`src/rtl/block_mem_burst_reader.sv`:
```
// block_mem_burst_reader: streams burst_len consecutive words starting at
// base_addr from a synchronous-read block RAM onto a valid/ready stream.
// A 2-entry skid buffer absorbs the 1-cycle RAM read latency.
// Optional feature macro: BMR_CHECKSUM_EN adds the cksum output.
module block_mem_burst_reader #(
    parameter int DATA_W = 8,
    parameter int ADDR_W = 10,
    parameter int DEPTH  = 1024,
    parameter int LEN_W  = 11
) (
    input  logic              nested_clk,
    input  logic              rst,
    input  logic              start,
    input  logic [ADDR_W-1:0] base_addr,
    input  logic [LEN_W-1:0]  burst_len,
    output logic              busy,
    output logic              done,
    output logic              mem_en,
    output logic [ADDR_W-1:0] mem_addr,
    input  logic [DATA_W-1:0] mem_rdata,
    output logic              out_valid,
    output logic [DATA_W-1:0] out_data,
    output logic              out_last,
    input  logic              out_ready
`ifdef BMR_CHECKSUM_EN
    ,
    output logic [DATA_W-1:0] cksum
`endif
);

    localparam logic [1:0] S_IDLE  = 2'd0;
    localparam logic [1:0] S_READ  = 2'd1;
    localparam logic [1:0] S_DRAIN = 2'd2;
    localparam logic [1:0] S_DONE  = 2'd3;

    localparam logic [LEN_W-1:0]  DEPTH_L   = LEN_W'(DEPTH);
    localparam logic [ADDR_W-1:0] ADDR_LAST = ADDR_W'(DEPTH - 1);

    logic [1:0]              state_q, state_d;
    logic [ADDR_W-1:0]       addr_q, addr_d;
    logic [LEN_W-1:0]        rem_q, rem_d;
    logic                    infl_q, infl_d;
    logic                    infl_last_q, infl_last_d;
    logic [1:0][DATA_W-1:0]  buf_data_q, buf_data_d;
    logic [1:0]              buf_last_q, buf_last_d;
    logic                    wr_ptr_q, wr_ptr_d;
    logic                    rd_ptr_q, rd_ptr_d;
    logic [1:0]              cnt_q, cnt_d;
`ifdef BMR_CHECKSUM_EN
    logic [DATA_W-1:0]       cksum_q, cksum_d;
`endif

    logic issue;
    logic hs;
    logic push;
    logic pop;

    // Next-state logic: FSM, read issue, skid buffer and stream outputs.
    // While the buffer is empty the word returning from the RAM is presented
    // directly, so data reaches the stream the cycle it leaves the RAM; it is
    // captured into the buffer only if the consumer does not take it.
    always_comb begin
        state_d     = state_q;
        addr_d      = addr_q;
        rem_d       = rem_q;
        buf_data_d  = buf_data_q;
        buf_last_d  = buf_last_q;
        wr_ptr_d    = wr_ptr_q;
        rd_ptr_d    = rd_ptr_q;
`ifdef BMR_CHECKSUM_EN
        cksum_d     = cksum_q;
`endif

        issue = (state_q == S_READ) && (rem_q != '0) &&
                ((2'(infl_q) + cnt_q) < 2'd2);

        out_valid = (cnt_q != 2'd0) || infl_q;
        if (cnt_q != 2'd0) begin
            out_data = buf_data_q[rd_ptr_q];
            out_last = buf_last_q[rd_ptr_q];
        end else if (infl_q) begin
            out_data = mem_rdata;
            out_last = infl_last_q;
        end else begin
            out_data = '0;
            out_last = 1'b0;
        end

        hs   = out_valid && out_ready;
        push = infl_q && ((cnt_q != 2'd0) || !out_ready);
        pop  = hs && (cnt_q != 2'd0);

        if (push) begin
            buf_data_d[wr_ptr_q] = mem_rdata;
            buf_last_d[wr_ptr_q] = infl_last_q;
            wr_ptr_d             = ~wr_ptr_q;
        end
        if (pop) begin
            rd_ptr_d = ~rd_ptr_q;
        end
        cnt_d = cnt_q + 2'(push) - 2'(pop);

        infl_d      = issue;
        infl_last_d = issue && (rem_q == LEN_W'(1));
        if (issue) begin
            addr_d = (addr_q == ADDR_LAST) ? '0 : addr_q + ADDR_W'(1);
            rem_d  = rem_q - LEN_W'(1);
        end

`ifdef BMR_CHECKSUM_EN
        if (hs) begin
            cksum_d = cksum_q + out_data;
        end
`endif

        case (state_q)
            S_IDLE: begin
                if (start) begin
                    addr_d = base_addr;
                    rem_d  = (burst_len > DEPTH_L) ? DEPTH_L : burst_len;
`ifdef BMR_CHECKSUM_EN
                    cksum_d = '0;
`endif
                    state_d = (burst_len == '0) ? S_DONE : S_READ;
                end
            end
            S_READ: begin
                if (issue && (rem_q == LEN_W'(1))) begin
                    state_d = S_DRAIN;
                end
            end
            S_DRAIN: begin
                if (hs && out_last) begin
                    state_d = S_DONE;
                end
            end
            default: begin
                state_d = S_IDLE;
            end
        endcase
    end

    assign mem_en   = issue;
    assign mem_addr = addr_q;
    assign busy     = (state_q != S_IDLE);
    assign done     = (state_q == S_DONE);
`ifdef BMR_CHECKSUM_EN
    assign cksum    = cksum_q;
`endif

    // State registers with synchronous reset; reset drops any buffered data.
    always_ff @(posedge nested_clk) begin
        if (rst) begin
            state_q     <= S_IDLE;
            addr_q      <= '0;
            rem_q       <= '0;
            infl_q      <= 1'b0;
            infl_last_q <= 1'b0;
            buf_data_q  <= '0;
            buf_last_q  <= '0;
            wr_ptr_q    <= 1'b0;
            rd_ptr_q    <= 1'b0;
            cnt_q       <= 2'd0;
`ifdef BMR_CHECKSUM_EN
            cksum_q     <= '0;
`endif
        end else begin
            state_q     <= state_d;
            addr_q      <= addr_d;
            rem_q       <= rem_d;
            infl_q      <= infl_d;
            infl_last_q <= infl_last_d;
            buf_data_q  <= buf_data_d;
            buf_last_q  <= buf_last_d;
            wr_ptr_q    <= wr_ptr_d;
            rd_ptr_q    <= rd_ptr_d;
            cnt_q       <= cnt_d;
`ifdef BMR_CHECKSUM_EN
            cksum_q     <= cksum_d;
`endif
        end
    end

endmodule
```
`config.mk`:
```
export PLATFORM = sky130hd
export DESIGN_NAME = block_mem_burst_reader
export DESIGN_NICKNAME = d
export VERILOG_FILES = /design/src/rtl/block_mem_burst_reader.sv
export SDC_FILE = /design/constraint.sdc
export NUM_CORES = 1
export LEC_CHECK = 0
export CELL_PAD_IN_SITES_DETAIL_PLACEMENT = 1
export CELL_PAD_IN_SITES_GLOBAL_PLACEMENT = 1
export CORE_MARGIN = 2
export CORE_UTILIZATION = 38
export DETAILED_ROUTE_END_ITERATION = 10
export PLACE_DENSITY_LB_ADDON = 0.1
export SETUP_SLACK_MARGIN = 0.05
export SYNTH_ARGS = -nofsm -noshare
export SYNTH_HDL_FRONTEND = slang
export SYNTH_SLANG_ARGS = --single-unit
```
`constraint.sdc`:
```
create_clock -name nested_clk -period 2.35 [get_ports nested_clk]
set_input_delay 0.3525 -clock nested_clk [delete_from_list [all_inputs] [get_ports nested_clk]]
set_output_delay 0.3525 -clock nested_clk [all_outputs]
set_load 0.03 [all_outputs]
```
== Word level (Yosys, flattened, before mapping) ==
Index checks and enable logic that the tools add are counted.
Word-level totals
  bits of input ports: 33
  output and inout port bits: 23
  logic and storage cells: 75
  flip-flop bits (word level): 47
Operators by class
  multiplexer cells: 27
  $lt $le $gt $ge: 5
  reductions and logical operators: 17
  add/subtract/negate cells: 5
  bitwise logic cells: 2
  equality and inequality tests: 8
Operators by type and width (number)
  2-to-1 mux 11 bit: 4
  2-to-1 mux 10 bit: 4
  2-to-1 mux 8 bit: 5
  bitwise mux 16 bit: 1
  == test 11 x 1 -> 1 bit, second input constant: 1
  greater-than comparator 11 bit, second input constant: 1
  zero test 11 bit: 1
  nonzero test 11 bit: 1
  subtractor 11 x 1 -> 11 bit, second input constant: 1
  adder 10 x 1 -> 10 bit, second input constant: 1
  == test 10 bit, second input constant: 1
  demux 8 bit (select 1 bit): 1
  logical AND 1 bit: 8
  2-to-1 mux 2 bit: 4
  != test 2 bit, second input constant: 3
  one-hot mux 2 bit (3 select lines): 1
  2-to-1 mux 1 bit: 5
  == test 2 bit, second input constant: 2
  less-than comparator 1 x 2 -> 1 bit, second input constant: 2
  nonzero test 2 bit: 2
  AND reduction 3 bit: 1
  adder 1 x 2 -> 2 bit: 1
  adder 2 x 1 -> 2 bit: 1
  bitwise mux 2 bit: 1
  other kinds (9): 11

== Logic depth before layout (Yosys ltp) ==
  depth in word-level cells: 6
  depth in mapped cells: 9
  mapped depth without buffers: 8

== Worst setup path after synthesis ==
OpenSTA, ideal clock, no wires.
  path kind: register -> output
  from: register cnt_q[1]
  to: output out_data[0]
  stages on the path, launching flop included: 5
  slack: 0.473 ns
  data arrival time: 1.524 ns
  buffers on the path: 2
  cells stage by stage: dfxtp_1 > nor2_1 > clkbuf_1 > clkbuf_1 > o21ai_0
Between the ends
  longest elaborated chain between the ends: 2
Ends and longest elaborated chain
  from (decl): line 48  | logic [1:0] cnt_q, cnt_d;
  from (signal assigned): line 177  | cnt_q <= cnt_d;
  nonzero test 2 bit: line 78  | if (cnt_q != 2'd0) begin
  2-to-1 mux 8 bit: line 78
  to (decl): line 22  | output logic [DATA_W-1:0] out_data,
No other way between the ends.

== Worst setup path after layout ==
  from: register state_q[0]
  to: output busy
Between the ends
  longest elaborated chain between the ends: 1
Ends and longest elaborated chain
  from (decl): line 39  | logic [1:0] state_q, state_d;
  from (signal assigned): line 168  | state_q <= state_d;
  nonzero test 2 bit: line 145  | assign busy = (state_q != S_IDLE);
  to (decl): line 16  | output logic busy,
No other way between the ends.

==> results.py <==
metrics = {
    "run_status": {
        "status": "completed",
    },
    "timing": {
        "setup_viol": 0,
        "finalSetupTns_ns": 0,
        "max_freq_ghz": 0.460,
        "rsz0062_at_grt": "false",
        "finalCriticalPeriod_ns": 2.18,
        "period_share_pct": 92.6,
        "slew_viol_final": 0,
        "worstMarginPinSlew_ns": 0.593,
        "finalHoldViolations": 0,
        "finClkSkew_ns": 0.00565,
        "max_slew_margin_pct": 60.3,
    },
    "worst_setup_path": {
        "end_kind": "output pin",
        "cp-startpoint": "state_q[0]",
        "crit_end": "busy",
        "critPathKind": "flop to output pin",
        "r2r_slack_ns": 0.35,
        "cp.arrival_ns": 1.82,
        "rr_endpoint": "mem_addr[9]",
        "start_kind": "flop",
        "crit_fanout": 5,
        "r2r-start": "rem_q[0]",
        "reg2reg_depth": 7,
        "required_ns": 2.00,
    },
    "detailed_routing": {
        "dr.pass1.iters": 6,
        "antenna_left": 0,
        "remaining_drc_errors": 0,
        "dr.first_iter.drc_count": 53,
        "drt-total-wl_um": 6750,
        "wl_per_cell_um": 15.7,
        "detailroute.via_count": 2295,
        "vias_per_cell": 5.35,
    },
    "die": {
        "start_util_pct": 39.6,
        "coreArea_sq_um": 6420,
        "dieHeight_um": 85.8,
        "rows": 29,
        "die_w_um": 85.8,
        "num_io_pins": 56,
        "dieArea_sq_um": 7360,
    },
    "final_layout": {
        "seqCellArea_sq_um": 941,
        "fin_cells": 429,
        "multi_input_area_sq_um": 1530,
        "area_growth_pct": 30.9,
        "drive_above_1_share_pct": 10.5,
        "antennaDiodeCount": 0,
        "nFillCells": 768,
        "final_nets": 394,
    },
    "place": {
        "port_buffers": 55,
        "finalWeightedCongestion": 0.796,
        "dp_cells": 421,
        "hpwl_um": 5220,
    },
    "min_path": {
        "worst_hold_path_type": "flop to flop",
        "whs_path_depth": 2,
    },
    "synthesis": {
        "synth_top_family_by_area": "simple AND/OR/NAND/NOR gates",
        "synth_xor_area_share_pct": 6.55,
        "syn_nets": 334,
        "ys_seq_area_share_pct": 37.0,
        "yosysUniqueCellTypes": 42,
        "synth_top_area_cell": "dfxtp_1",
        "muxShareOfSynthArea_pct": 11.4,
        "async_reset_ff_share_pct": 0,
        "synth_top_cell_area_share_pct": 37.0,
        "synthTopCellsByArea": "dfxtp_1, mux2i_1, nor2_1",
        "synth_compound_area_share_pct": 14.0,
        "synthCells": 291,
        "yosys_warnings": 0,
        "synth_edf_count": 0,
        "syn-cell-area_sq_um": 2540,
        "synth-simple-area-share_pct": 22.4,
        "syn_area_per_cell_sq_um": 8.74,
        "synth_seq_cells": 47,
        "synthAdderAreaFrac_pct": 4.92,
        "synthFlopType": "dfxtp_1",
    },
    "grt": {
        "grt_pass1_wl_um": 11400,
        "grt.total_usage_pct": 19.6,
        "grt_pass1_vias": 2346,
        "grt_max_degree": 20,
        "antenna_found_initial": 0,
        "grt_remaining_overflow": 0,
    },
    "cts": {
        "post_cts_buffers": 0,
        "tritoncts": "built",
        "clockBufferDepth": 2,
        "cts_sinks": 47,
        "cts-root-buf": "clkbuf_8",
        "htree_levels": 2,
        "clkTransAtPathRegs_ns": 0.09,
        "cts_buffers": 5,
        "worstSkewPairLatency_ns": 0.30,
    },
    "pwr": {
        "pwr-share-clk_pct": 16.9,
        "swShare_pct": 42.9,
        "share_comb_of_total_power_pct": 50.9,
        "p_seq_share_pct": 32.3,
        "p_int_mw": 2.09,
        "powerDensity_nw_per_um2": 1100,
        "ir_worst_vdd_mv": 0.470,
        "power.switching_mw": 1.57,
        "leakage_nw": 1.32,
    },
    "flow_run": {
        "drv_cap": 0,
    },
}
-- synthesized netlist by cell type, types with 2 or more instances --
cell type,instances
dfxtp_1,47
nor2_1,36
mux2i_1,29
nand3_1,24
o21ai_0,17
nand2_1,13
a21oi_1,11
inv_1,11
xor2_1,11
ha_1,10
clkbuf_1,9
nand4_1,8
xnor2_1,8
a211oi_1,6
a22o_1,6
and3_1,4
nor3_1,4
a311oi_1,3
buf_2,3
nand2b_1,3
nor4_1,3
and2_1,2
nand4b_1,2
nor2b_1,2
o21a_1,2
-- how the worst min path moves through the flow --
| stage | startpoint | endpoint | slack (ns) |
|---|---|---|---|
| 2_1_floorplan | buf_data_q[0] | buf_data_q[0] | 0.46 |
| 3_3_place_gp | buf_data_q[6] | buf_data_q[6] | 0.47 |
| 3_5_place_dp | buf_data_q[3] | buf_data_q[3] | 0.49 |
| 4_1_cts | buf_data_q[4] | buf_data_q[4] | 0.51 |
| 5_1_grt | buf_data_q[1] | buf_data_q[1] | 0.53 |
| 6_report | buf_last_q[0] | buf_last_q[0] | 0.50 |
-- sequential cells by signal (all words and copies together) (netlist names) --
signal	flops
state_q	2
infl_last_q	1
buf_last_q	2
buf_data_q	16
mem_addr	10
wr_ptr_q	1
rd_ptr_q	1
cnt_q	2
rem_q	11
infl_q	1
-- layout by cell type (no fill, tap or decap), types with 4 or more instances in the layout --
master           instances
a211oi_1                 6
a21oi_1                 11
a22o_1                   6
and3_1                   4
buf_4                   21
clkbuf_8                 5
clkdlybuf4s50_1         45
dfxtp_1                 47
ha_1                    10
inv_1                   10
mux2i_1                 29
nand2_1                 12
nand3_1                 24
nand4_1                  8
nor2_1                  36
nor3_1                   4
o21ai_0                 17
xnor2_1                  8
xor2_1                  11
-- power groups by stage --
stage	Sequential, mW	Combinational, mW	Clock [mW]
after CTS	1.18	1.85	0.645
after global placement	1.19	1.82	0
after floorplan	1.21	1.17	0
after detailed placement	1.19	1.83	0
final	1.18	1.87	0.618
after global routing	1.22	2.03	0.683
-- critical path, stage by stage, from the launching register on --
cell and delay [ns]:
dfxtp_1 0.40, inv_1 0.09, ha_1 0.25, inv_1 0.10
clkdlybuf4s50_1 0.68
-- per-stage QoR --
step           util (%)  hold slack [ns]  worst slack (ns)  total power [mW]  cell area, sq um
2_1_floorplan         -            0.460             0.473              2.39              2540
3_3_place_gp       49.7            0.474             0.345              3.00              3190
3_5_place_dp       49.7            0.487             0.267              3.03              3190
4_1_cts            51.6            0.510             0.104              3.68              3320
5_1_grt            51.8            0.531            0.0548              3.93              3330
6_report           51.8            0.503             0.174              3.67              3330
-- repair_timing --
| action | CTS | global route |
|---|---|---|
| hold buffers | 0 | 0 |
| setup endpoints to repair | 1 | 1 |
| resized for setup | 1 | 3 |
-- cell families after synthesis --
family / count (synthesis)
flip-flops: 47
AO/OA/AOI/OAI: 52
AND/OR/NAND/NOR: 110
adder cells (fa/ha/maj): 10
XOR/XNOR: 19
multiplexers: 29
buffers and inverters: 24
-- routing by layer --
layer  global-route usage, %  share of wire [%]  vias to the layer above
met1                    25.5                 47                     1099
met4                    4.76               0.99                        0
met2                    33.2                 50                       33
met5                       0                  0                        -
li1                        -                  -                     1159
met3                    3.85                2.7                        4
-- layout make-up --
class | instances | area share, %
tap | 77 | 2.89
sequential | 47 | 28.3
multi-input combinational | 220 | 45.8
clock buffer | 5 | 2.07
clock inverter | 3 | 1.43
inverter | 11 | 1.24
timing repair buffer | 66 | 18.3
Note: power is estimated with default switching activity, not from simulation.
==> RTL change 1 (same settings) <==
Take the reset off `addr_q` and `buf_data_q` and load them in a clocked block of their own.
--- a/src/rtl/block_mem_burst_reader.sv
+++ b/src/rtl/block_mem_burst_reader.sv
@@ -153,9 +153,7 @@
         if (rst) begin
             state_q     <= S_IDLE;
-            addr_q      <= '0;
             rem_q       <= '0;
             infl_q      <= 1'b0;
             infl_last_q <= 1'b0;
-            buf_data_q  <= '0;
             buf_last_q  <= '0;
             wr_ptr_q    <= 1'b0;
@@ -167,9 +165,7 @@
         end else begin
             state_q     <= state_d;
-            addr_q      <= addr_d;
             rem_q       <= rem_d;
             infl_q      <= infl_d;
             infl_last_q <= infl_last_d;
-            buf_data_q  <= buf_data_d;
             buf_last_q  <= buf_last_d;
             wr_ptr_q    <= wr_ptr_d;
@@ -182,3 +178,8 @@
     end
 
+    always_ff @(posedge nested_clk) begin
+        addr_q     <= addr_d;
+        buf_data_q <= buf_data_d;
+    end
+
 endmodule
Check against the original RTL: not equivalent (Yosys sat finds a counterexample within 4 cycles, from zero or initial values and one cycle with rst high).
==> RTL change 1 against the unedited design <==
Critical path depth stayed put; hold slack worse by 15 ps; worst setup slack worse by 2.0 ps; clock power down 1%; die area decreased by 4.1%; first-iteration DRC count is 21% higher; area after synthesis shrank 4.3%; non-clock buffer count grew 3; cell area is 2.9% lower; routed wire length is 6.5% lower; register-to-register slack better by 50 ps; total power up 15%; sequential cell count stayed put; largest power group unchanged.
==> RTL change 1: results (changes against the unedited design) <==
| Metric | Value |
|---|---|
| Share of synthesized registers carrying an async set or reset | 0% (unchanged) |
| Cell count after synthesis | 259 (was 291) |
| First DRT Iteration DRCs | 64 (was 53) |
| Cell variety after synth | 40 (was 42) |
| Count of TritonRoute iterations in the first routing pass | 4 (was 6) |
| Combinational cell fraction of total power | 54.5% (was 50.9%) |
| Detailed route wirelength on metal2 | 3.056 mm (was 3.360 mm) |
| Arithmetic-cell share of the synthesized area counting full adders, half adders and majority gates | 5.144% (was 4.921%) |
| Proportion of synthesized area in mux cells | 4.578% (was 11.42%) |
| Register-to-register setup slack | 400 ps (was 350 ps) |
| Number of flops mapped to enable cells by yosys | 16 (was 0) |
| Vias in the first global route | 2274 (was 2346) |
| Worst Path Max Fanout | 4 (was 5) |
| Hold wc startpoint | infl_last_q (was buf_last_q[0]) |
| Sw Share | 44.58% (was 42.91%) |
| Post-CTS setup buffers | 1 (was 0) |
| Ratio of cells with drive above 1 in the final layout | 11.38% (was 10.51%) |
| XOR/XNOR Fraction of Synth Area | 6.842% (was 6.545%) |
| Max Clock Freq | 459.2 MHz (was 459.7 MHz) |
| Result of the run | complete, no violations (unchanged) |
| Met3 track demand over resource | 3.660% (was 3.850%) |
| Vias per inst | 5.313 (was 5.350) |
| Leakage power of the design | 1.209 nW (was 1.322 nW) |
| GRT Total Usage | 19.10% (was 19.56%) |
| Total nets after synthesis | 302 (was 334) |
| Grt met1 use | 23.95% (was 25.55%) |
| Sum of routed wire segments on met1 | 2.973 mm (was 3.142 mm) |
| Path depth of the worst reg2reg path | 6 (was 7) |
| Post-synthesis compound-gate area fraction | 13.99% (was 14.03%) |
| Worst max-slew margin expressed relative to the limit | 65.49% (was 60.34%) |
| Amount of wire on met3 after detailed routing | 202 um (was 180 um) |
## RTL change 1: final cells by class
cell class	instances	area (um^2)
Clock inverter	3	47.55
Sequential cell	47	1101
Clock buffer	5	68.82
Inverter	12	45.04
Tap cell	77	96.34
Timing Repair Buffer	69	630.6
Multi-Input combinational cell	189	1241
Fill cell	707	3047
## RTL change 1: metrics by stage
stage                     power, mW  area, um^2  hold WS (ps)
after global placement        3.544        3105         470.3
final                         4.220        3231         488.2
after CTS                     4.276        3231         494.2
after floorplan               2.749        2432         445.2
after detailed placement      3.595        3105         480.6
after global routing          4.549        3231         530.8
## RTL change 1: critical path, cell delays in order (launching register included)
cell                              delay, ps
sky130_fd_sc_hd__dfxtp_1                410
sky130_fd_sc_hd__inv_1                   80
sky130_fd_sc_hd__ha_1                   240
sky130_fd_sc_hd__inv_1                  120
sky130_fd_sc_hd__clkdlybuf4s50_1        680
==> RTL change 2 (config.mk and constraints unchanged) <==
Without the edit above. Build with the macro `BMR_CHECKSUM_EN` defined.
--- a/src/rtl/block_mem_burst_reader.sv
+++ b/src/rtl/block_mem_burst_reader.sv
@@ -3,4 +3,6 @@
 // A 2-entry skid buffer absorbs the 1-cycle RAM read latency.
 // Optional feature macro: BMR_CHECKSUM_EN adds the cksum output.
+`define BMR_CHECKSUM_EN
+
 module block_mem_burst_reader #(
     parameter int DATA_W = 8,
Formal check against the unedited RTL (old outputs only; new: cksum): equivalent (Yosys induction, for registers that start in step).
==> RTL change 2 against the unedited design <==
Cell area up 32%; critical path type unchanged; total power increased by 19%; routed wire length up 37%; critical endpoint is now mem_en; largest cell class unchanged; sequential cell count increased by 8; synthesized cell count up 28%; critical path depth increased by 1; worst setup slack got worse by 34 ps; largest power group unchanged; highest routed layer unchanged; count of clock-buffer cells in the layout stayed put; clock skew rose by 2.2 ps; area after synthesis grew 25%; sequential share of layout area fell by 3.1 points.
==> RTL change 2: results (changes against the unedited design) <==
| Metric | Value |
|---|---|
| XOR/XNOR Fraction of Synth Area | 6.039% (was 6.545%) |
| Max rail drop VDD | 356.2 uV (was 469.7 uV) |
| Result of the run | complete, no violations (unchanged) |
| Crit path arrival time | 1860 ps (was 1820 ps) |
| Worst setup path endpoint | mem_en (was busy) |
| Sw Share | 43.65% (was 42.91%) |
| Largest net degree at the start of global routing | 29 (was 20) |
| Arithmetic-cell share of the synthesized area counting full adders, half adders and majority gates | 6.902% (was 4.921%) |
| Hold wc startpoint | cksum[7] (was buf_last_q[0]) |
| Count of TritonRoute iterations in the first routing pass | 4 (was 6) |
| Leakage power of the design | 1.752 nW (was 1.322 nW) |
| Largest delay contributor family on the critical path | simple AND/OR/NAND/NOR gates (was buffers and inverters) |
| Path depth of the worst reg2reg path | 10 (was 7) |
| Cell area reported after detailed placement | 4150 um^2 (was 3194 um^2) |
| Nets | 507 (was 394) |
| Worst Hold Path EP | cksum[7] (was buf_last_q[0]) |
| HPWL reported at the end of detailed placement | 7.051 mm (was 5.219 mm) |
| Tightest hold margin | 497.3 ps (was 502.7 ps) |
| Post-synth top cells | sky130_fd_sc_hd__dfxtp_1, sky130_fd_sc_hd__nor2_1, sky130_fd_sc_hd__nand2_1, sky130_fd_sc_hd__mux2i_1, sky130_fd_sc_hd__nand3_1 (was sky130_fd_sc_hd__dfxtp_1, sky130_fd_sc_hd__nor2_1, sky130_fd_sc_hd__mux2i_1, sky130_fd_sc_hd__nand3_1, sky130_fd_sc_hd__o21ai_0) |
| Most area-consuming cells after synthesis | sky130_fd_sc_hd__dfxtp_1, sky130_fd_sc_hd__mux2i_1, sky130_fd_sc_hd__ha_1 (was sky130_fd_sc_hd__dfxtp_1, sky130_fd_sc_hd__mux2i_1, sky130_fd_sc_hd__nor2_1) |
| Destination of the worst register-to-register timing path | cksum[6] (was mem_addr[9]) |
| Register-to-register setup slack | 170 ps (was 350 ps) |
| Vias per inst | 5.399 (was 5.350) |
| Cell count after synthesis | 373 (was 291) |
| Reg-to-Reg Start | cnt_q[1] (was rem_q[0]) |
| Cell variety after synth | 57 (was 42) |
| First-pass GRT wire length | 14.63 mm (was 11.35 mm) |
| Min Clock Period, post-route | 2209 ps (was 2176 ps) |
| Post-synthesis compound-gate area fraction | 15.25% (was 14.03%) |
| Ratio of cells with drive above 1 in the final layout | 16.19% (was 10.51%) |
| Proportion of synthesized area in mux cells | 9.176% (was 11.42%) |
| Worst Path Max Fanout | 10 (was 5) |
| Clock Skews | 7.807 ps (was 5.648 ps) |
| Count of input and output buffers | 63 (was 55) |
[RTL change 2: cell count changes in the layout (fill, tap and decap cells not counted), moves of 6 or more]
| cell | unedited run | this run |
|---|---|---|
| sky130_fd_sc_hd__dfxtp_1 | 47 | 53 |
| sky130_fd_sc_hd__clkdlybuf4s50_1 | 45 | 52 |
| sky130_fd_sc_hd__buf_4 | 21 | 29 |
| sky130_fd_sc_hd__dlygate4sd2_1 | 0 | 7 |
| sky130_fd_sc_hd__mux2i_1 | 29 | 23 |
| sky130_fd_sc_hd__nand2_1 | 12 | 29 |
[RTL change 2: what timing repair did]
item,in CTS,in global routing
buffers inserted,0,2
pin swaps,0,1
resized for setup,15,14
hold buffers,0,0
endpoints found under the setup margin,10,5
endpoints found under the hold margin,0,0
[RTL change 2: routing by layer]
layer  vias up  track usage (%)  wire (um)
met3         7            2.609        286
met1      1472            24.40       4137
met4         0            4.643         72
met2        59            38.34       4758
li1       1496                -          -
met5         -                0          0
[RTL change 2: power groups by stage]
stage | combinational [mW] | sequential [mW] | clock [mW]
6_report | 2.42 | 1.32 | 0.636
4_1_cts | 2.37 | 1.32 | 0.658
2_1_floorplan | 1.50 | 1.38 | 0
5_1_grt | 2.62 | 1.35 | 0.688
3_3_place_gp | 2.30 | 1.32 | 0
3_5_place_dp | 2.34 | 1.33 | 0
[RTL change 2: cell type report]
| cell class | count | area [um^2] |
|---|---|---|
| well taps | 105 | 131.4 |
| clock buffers | 5 | 68.82 |
| clock inverters | 2 | 37.54 |
| fillers | 950 | 3799 |
| repair buffers | 94 | 869.6 |
| multi-input cells | 285 | 2106 |
| inverters | 16 | 60.06 |
| flip-flops and latches | 55 | 1104 |
